<file path="src/rtl/nca_mc.sv">
// Time-multiplexed CH-channel amplifier: slewed per-channel gain, one shared multiplier, saturating rescale.
// Latency: strobe edge to done/dataout commit is CH+3 cycles; one frame per CH+4 cycles at most.
// Backpressure: none; a strobe while busy is dropped, and dataout holds the last frame until the next commit.
module nca_mc #(
    parameter int DW      = 18,
    parameter int CW      = 18,
    parameter int CH      = 4,
    parameter int SLEW_SH = 4
) (
    input  logic               clk,
    input  logic               rst_n,
    input  logic               strobe,
    input  logic               gain_snap,
    input  logic [CH*DW-1:0]   datain,
    input  logic [CH*CW-1:0]   ctrl,
    output logic [CH*DW-1:0]   dataout,
    output logic               busy,
    output logic               done
);

    localparam int PW   = DW + CW;
    localparam int IDXW = (CH > 1) ? $clog2(CH) : 1;
    localparam int CNTW = $clog2(CH + 3) + 1;
    localparam logic [CNTW-1:0] LAST = CNTW'(CH + 2);
    localparam logic signed [DW-1:0] OMAX = {1'b0, {(DW-1){1'b1}}};
    localparam logic signed [DW-1:0] OMIN = {1'b1, {(DW-1){1'b0}}};

    typedef enum logic {IDLE, RUN} state_t;

    state_t state_q, state_d;
    logic   accept, last, issue;
    logic [CNTW-1:0] cnt;

    // captured frame inputs
    logic [CH*DW-1:0] din_q;
    logic [CH*CW-1:0] ctrl_q;
    logic             snap_q;

    // persistent per-channel gain
    logic signed [CW-1:0] cur [CH];

    // stage 1 combinational gain update
    logic [IDXW-1:0]      idx;
    logic signed [CW-1:0] tgt, cur_k, new_g;
    logic signed [CW:0]   diff, step;

    // pipeline registers
    logic                 s1_vld, s2_vld;
    logic [IDXW-1:0]      s1_idx, s2_idx;
    logic signed [DW-1:0] s1_smp;
    logic signed [CW-1:0] s1_gain;
    logic signed [PW-1:0] s2_prod;
    logic signed [PW-1:0] shifted;
    logic signed [DW-1:0] sat;
    logic [CH*DW-1:0]     sh;

    assign busy  = (state_q == RUN);
    assign issue = (state_q == RUN) && (cnt < CNTW'(CH));
    assign idx   = cnt[IDXW-1:0];

    // state register
    always_ff @(posedge clk or negedge rst_n) begin
        if (!rst_n) state_q <= IDLE;
        else        state_q <= state_d;
    end

    // next state: accept only from idle, leave run once the last channel has been scaled
    always_comb begin
        state_d = state_q;
        accept  = 1'b0;
        last    = 1'b0;
        case (state_q)
            IDLE: begin
                if (strobe) begin
                    accept  = 1'b1;
                    state_d = RUN;
                end
            end
            RUN: begin
                if (cnt == LAST) begin
                    last    = 1'b1;
                    state_d = IDLE;
                end
            end
            default: state_d = IDLE;
        endcase
    end

    // capture the frame so later input changes cannot leak in
    always_ff @(posedge clk or negedge rst_n) begin
        if (!rst_n) begin
            din_q  <= '0;
            ctrl_q <= '0;
            snap_q <= 1'b0;
        end else if (accept) begin
            din_q  <= datain;
            ctrl_q <= ctrl;
            snap_q <= gain_snap;
        end
    end

    // frame cycle counter: channel issue index, then pipeline drain
    always_ff @(posedge clk or negedge rst_n) begin
        if (!rst_n)               cnt <= '0;
        else if (accept)          cnt <= '0;
        else if (state_q == RUN)  cnt <= cnt + 1'b1;
    end

    // gain slew: step toward target by diff>>>SLEW_SH, never stalling short of it
    always_comb begin
        tgt   = ctrl_q[idx*CW +: CW];
        cur_k = cur[idx];
        diff  = {tgt[CW-1], tgt} - {cur_k[CW-1], cur_k};
        step  = diff >>> SLEW_SH;
        if ((diff != '0) && (step == '0))
            step = diff[CW] ? '1 : (CW+1)'(1);
        new_g = snap_q ? tgt : CW'({cur_k[CW-1], cur_k} + step);
    end

    // per-channel gain state, written back as each channel passes stage 1
    always_ff @(posedge clk or negedge rst_n) begin
        if (!rst_n) begin
            for (int k = 0; k < CH; k++) cur[k] <= '0;
        end else if (issue) begin
            cur[idx] <= new_g;
        end
    end

    // stage 1 register: sample and updated gain
    always_ff @(posedge clk or negedge rst_n) begin
        if (!rst_n) begin
            s1_vld  <= 1'b0;
            s1_idx  <= '0;
            s1_smp  <= '0;
            s1_gain <= '0;
        end else begin
            s1_vld <= issue;
            if (issue) begin
                s1_idx  <= idx;
                s1_smp  <= din_q[idx*DW +: DW];
                s1_gain <= new_g;
            end
        end
    end

    // stage 2: shared full-precision signed multiply
    always_ff @(posedge clk or negedge rst_n) begin
        if (!rst_n) begin
            s2_vld  <= 1'b0;
            s2_idx  <= '0;
            s2_prod <= '0;
        end else begin
            s2_vld <= s1_vld;
            if (s1_vld) begin
                s2_idx  <= s1_idx;
                s2_prod <= PW'(s1_smp) * PW'(s1_gain);
            end
        end
    end

    // Q1 rescale by flooring shift; only -1.0 x -1.0 can exceed the output range
    always_comb begin
        shifted = s2_prod >>> (CW - 1);
        if (shifted > PW'(OMAX))      sat = OMAX;
        else if (shifted < PW'(OMIN)) sat = OMIN;
        else                          sat = shifted[DW-1:0];
    end

    // stage 3: park each result in its shadow slot until the whole frame is ready
    always_ff @(posedge clk or negedge rst_n) begin
        if (!rst_n)      sh <= '0;
        else if (s2_vld) sh[s2_idx*DW +: DW] <= sat;
    end

    // atomic commit of all channels together with the done pulse
    always_ff @(posedge clk or negedge rst_n) begin
        if (!rst_n) begin
            dataout <= '0;
            done    <= 1'b0;
        end else begin
            done <= last;
            if (last) dataout <= sh;
        end
    end

endmodule

</file>
<file path="config.mk">
export PLATFORM = sky130hd
export DESIGN_NAME = nca_mc
export DESIGN_NICKNAME = d
export VERILOG_FILES = /design/src/rtl/nca_mc.sv
export SDC_FILE = /design/constraint.sdc
export NUM_CORES = 2
export LEC_CHECK = 0
export ABC_AREA = 1
export CORE_AREA = 2 2 276 415
export CTS_BUF_LIST = sky130_fd_sc_hd__clkbuf_8
export CTS_CLUSTER_SIZE = 24
export DETAILED_ROUTE_END_ITERATION = 10
export DIE_AREA = 0 0 278 417
export HOLD_SLACK_MARGIN = 0.1
export PLACE_DENSITY = 0.51
export SLEW_MARGIN = 10
export SYNTH_ARGS = -nofsm -noshare
export SYNTH_HDL_FRONTEND = slang
export SYNTH_SLANG_ARGS = --single-unit
</file>
<file path="constraint.sdc">
create_clock -name clk -period 8.8 [get_ports clk]
set_clock_uncertainty 0.1 [all_clocks]
set_input_delay 0.88 -clock clk [delete_from_list [all_inputs] [get_ports clk]]
set_output_delay 0.88 -clock clk [all_outputs]
set_load 0.02 [all_outputs]
</file>
==> impl_metrics.tcl <==
set metrics [dict create \
    vias_per_cell 4.688 \
    syn-num-nets 4876 \
    cts_resized 0 \
    setup_viol 0 \
    synth.distinct_cells 57 \
    grt.overflow.total 0 \
    ys_warn_count 0 \
    synth.area.top_cells "dfrtp_1 (32%), fa_1 (20%), nand2_1 (16%), inv_1 (7.5%), ha_1 (4.9%)" \
    final_hold_viol_count 0 \
    netlist_area_um2 33470 \
    crit_chain "nand2_1 -> inv_1 -> fa_1 -> fa_1 -> ha_1 -> inv_1 -> fa_1 -> fa_1 -> fa_1 -> inv_1 -> ha_1 -> nand2_1 -> nor2_1 -> inv_1 -> nor2_1 -> nand3_1 -> nand3_1 -> nand2_1 -> nand2_1 -> nand2_1 -> nand3_1 -> nand2_1" \
    required_ns 9.30 \
    cp-start-kind "flip-flop" \
    crit_path_end_kind "flip-flop" \
    yosysSeqAreaShare_pct 32.00 \
    finalWirelength_mm 106.6 \
    clock_path_buffers 3 \
    maxCapViolCount 0 \
    route.detailed.drc 0 \
    maxSlewHeadroom_pct 26.47 \
    cts_tree "done" \
    synth-main-ff-cell "dfrtp_1" \
    gp_congestion 0.9245 \
    core-area_um2 112400 \
    rsz0062_at_grt "no" \
    status "complete, no violations" \
    synth-async-reset-ratio_pct 100.0 \
    initial_core_util_pct 29.77 \
    syn_to_final_growth_pct 15.14 \
    pin_count 222 \
    ant_nets 0 \
    grt_max_degree 188 \
    die-area_um2 115900 \
    netlist.area_leader.share_pct 32.00 \
    drt_iter0_drc 1648 \
    avgSynthCellArea_um2 7.845 \
    crit_slowest_cell "dfrtp_1" \
    root_buffer "clkbuf_8" \
    synthCells 4266 \
    fmax_mhz 147.1 \
    slowest_delay_ns 0.86 \
    grt_usage_pct 18.61 \
    die-width_um 278 \
    arrival_ns 7.30 \
    antenna_found_initial 3 \
    fillers 12020 \
    numCtsBuffers 75 \
    worstMarginPinSlew_ns 1.091 \
    wl_per_cell_um 18.08 \
    synth_edf_count 0 \
    period_needed_ns 6.796 \
    clk_latency_ns 0.73 \
    hp-class "flip-flop to flip-flop" \
    crit_type "flip-flop to flip-flop" \
    crit_path_max_fanout 18 \
    io_buffers 221 \
    nNetsFinal 4992 \
    grt_pass1_wl_mm 168.1 \
    clkSinkCount 428 \
    yosys.area.top_type "dfrtp_1" \
    layout-drive-gt1-share_pct 4.979 \
    h-tree-depth 3 \
    crit_top_cell "nand2_1" \
    vias 27640 \
    layout_common_cells "nand2_1 (1,439), inv_1 (686), dfrtp_1 (427), fa_1 (330), clkdlybuf4s50_1 (220)" \
    slew_viol_final 0 \
    clkTransAtPathRegs_ns 0.06 \
    hpwl_mm 83.68 \
    fin_crit_sh_pct 77.23 \
    drt_pass1_iterations 6 \
    final.setup.tns_ns 0 \
    grt_pass1_vias 29470 \
    final_common_cell "nand2_1" \
    fp-row-count 151 \
    die_h_um 417 \
    ys_ff_latch 428 \
]
-- sequential cells by signal (all words and copies together), names as in the netlist --
signal	flops
s1_gain	18
busy	1
done	1
s1_smp	18
sh	72
s2_idx	2
ctrl_q	72
dataout	72
cnt	4
s1_idx	2
snap_q	1
s2_prod	19
s1_vld	1
din_q	72
cur	72
s2_vld	1
-- area by class of cell --
cell class / instances / area (um2) / share of cell area (%)
multi-input cells: 2941 / 19300 / 50.09
clock inverters: 37 / 317.8 / 0.8248
inverters: 684 / 2572 / 6.676
well taps: 1453 / 1818 / 4.718
diodes: 4 / 10.01 / 0.02598
clock buffers: 97 / 1335 / 3.465
flip-flops and latches: 428 / 10710 / 27.80
repair buffers: 252 / 2465 / 6.397
-- layer usage --
metal  GRT usage (%)  wire, um  vias up
li1                -         -    13360
met1           20.28     41160    13410
met2           35.46     56860      671
met3           2.429      3755      212
met4           8.438      4856        0
met5               0         0        -
-- worst max-delay path, delay by kind of cell, from the launching register on --
family / cells / cell delay, ns
adders and majority gates: 7 / 3.67
and+or+nand+nor: 11 / 1.62
DFF: 1 / 0.86
buffers and inverters: 4 / 0.42
-- synthesized netlist by cell type (3+ instances only) --
cell,count
dfrtp_1,428
nand3b_1,8
nand2_2,11
xor2_1,12
nand2_1,1440
inv_1,670
o32ai_1,4
fa_1,330
nor2_2,11
or2_2,10
buf_2,37
o31ai_1,3
nand3_1,119
xnor2_1,19
o21a_1,4
nand4_1,17
clkbuf_1,146
and2_1,3
o21ai_0,219
nor3_1,13
o21bai_1,6
o22ai_1,81
a32oi_1,18
inv_2,12
a21o_1,4
nor4_1,6
buf_4,9
a21oi_1,102
nand3_2,6
a21oi_2,3
o21ai_2,5
o21ai_1,80
ha_1,132
or2_1,12
nor2_1,210
o211ai_1,8
a31oi_1,21
buf_1,19
-- cell families after synthesis --
| family | Yosys count | share of synthesized area [%] |
|---|---|---|
| AO/OA/AOI/OAI | 572 | 9.635 |
| AND/OR/NAND/NOR | 1875 | 22.50 |
| multiplexers | 1 | 0.02991 |
| buffers and inverters | 897 | 10.35 |
| XOR/XNOR | 31 | 0.8113 |
| adder cells (fa/ha/maj) | 462 | 24.68 |
| flip-flops | 428 | 32.00 |
-- stage by stage --
| stage | setup slack [ns] | instances | hold slack [ns] | util [%] | cell area (um2) |
|---|---|---|---|---|---|
| 4_1_cts | 1.999 | 5892 | 0.3768 | 34.27 | 38520 |
| 2_1_floorplan | 3.113 | 4266 | 0.3100 | - | 33470 |
| 3_3_place_gp | 2.035 | 5757 | 0.3555 | 32.79 | 36860 |
| 5_1_grt | 1.574 | 5896 | 0.3915 | 34.28 | 38530 |
| 6_report | 2.004 | 5896 | 0.3681 | 34.28 | 38530 |
| 3_5_place_dp | 1.999 | 5757 | 0.3600 | 32.79 | 36860 |
-- timing repair --
action | CTS | global route
endpoints found under the hold margin | 50 | 0
buffers inserted | 0 | 0
hold buffers | 1 | 0
-- final timing paths --
check | from | to | slack (ns) | depth (start not counted)
worst max register to register | s1_gain[0] | s2_prod[30] | 2.00 | 22
max in group asynchronous | rst_n | cnt[0] | 6.53 | 3
min in group asynchronous | rst_n | dataout[39] | 0.62 | 2
worst min register to register | dataout[8] | dataout[8] | 0.37 | 2
worst max-delay path | s1_gain[0] | s2_prod[30] | 2.00 | 22
worst min-delay path | dataout[8] | dataout[8] | 0.37 | 2
Power is left out: the tool's default activity adds up to more than one toggle a clock period on the data nets, which glitch-free logic cannot reach.
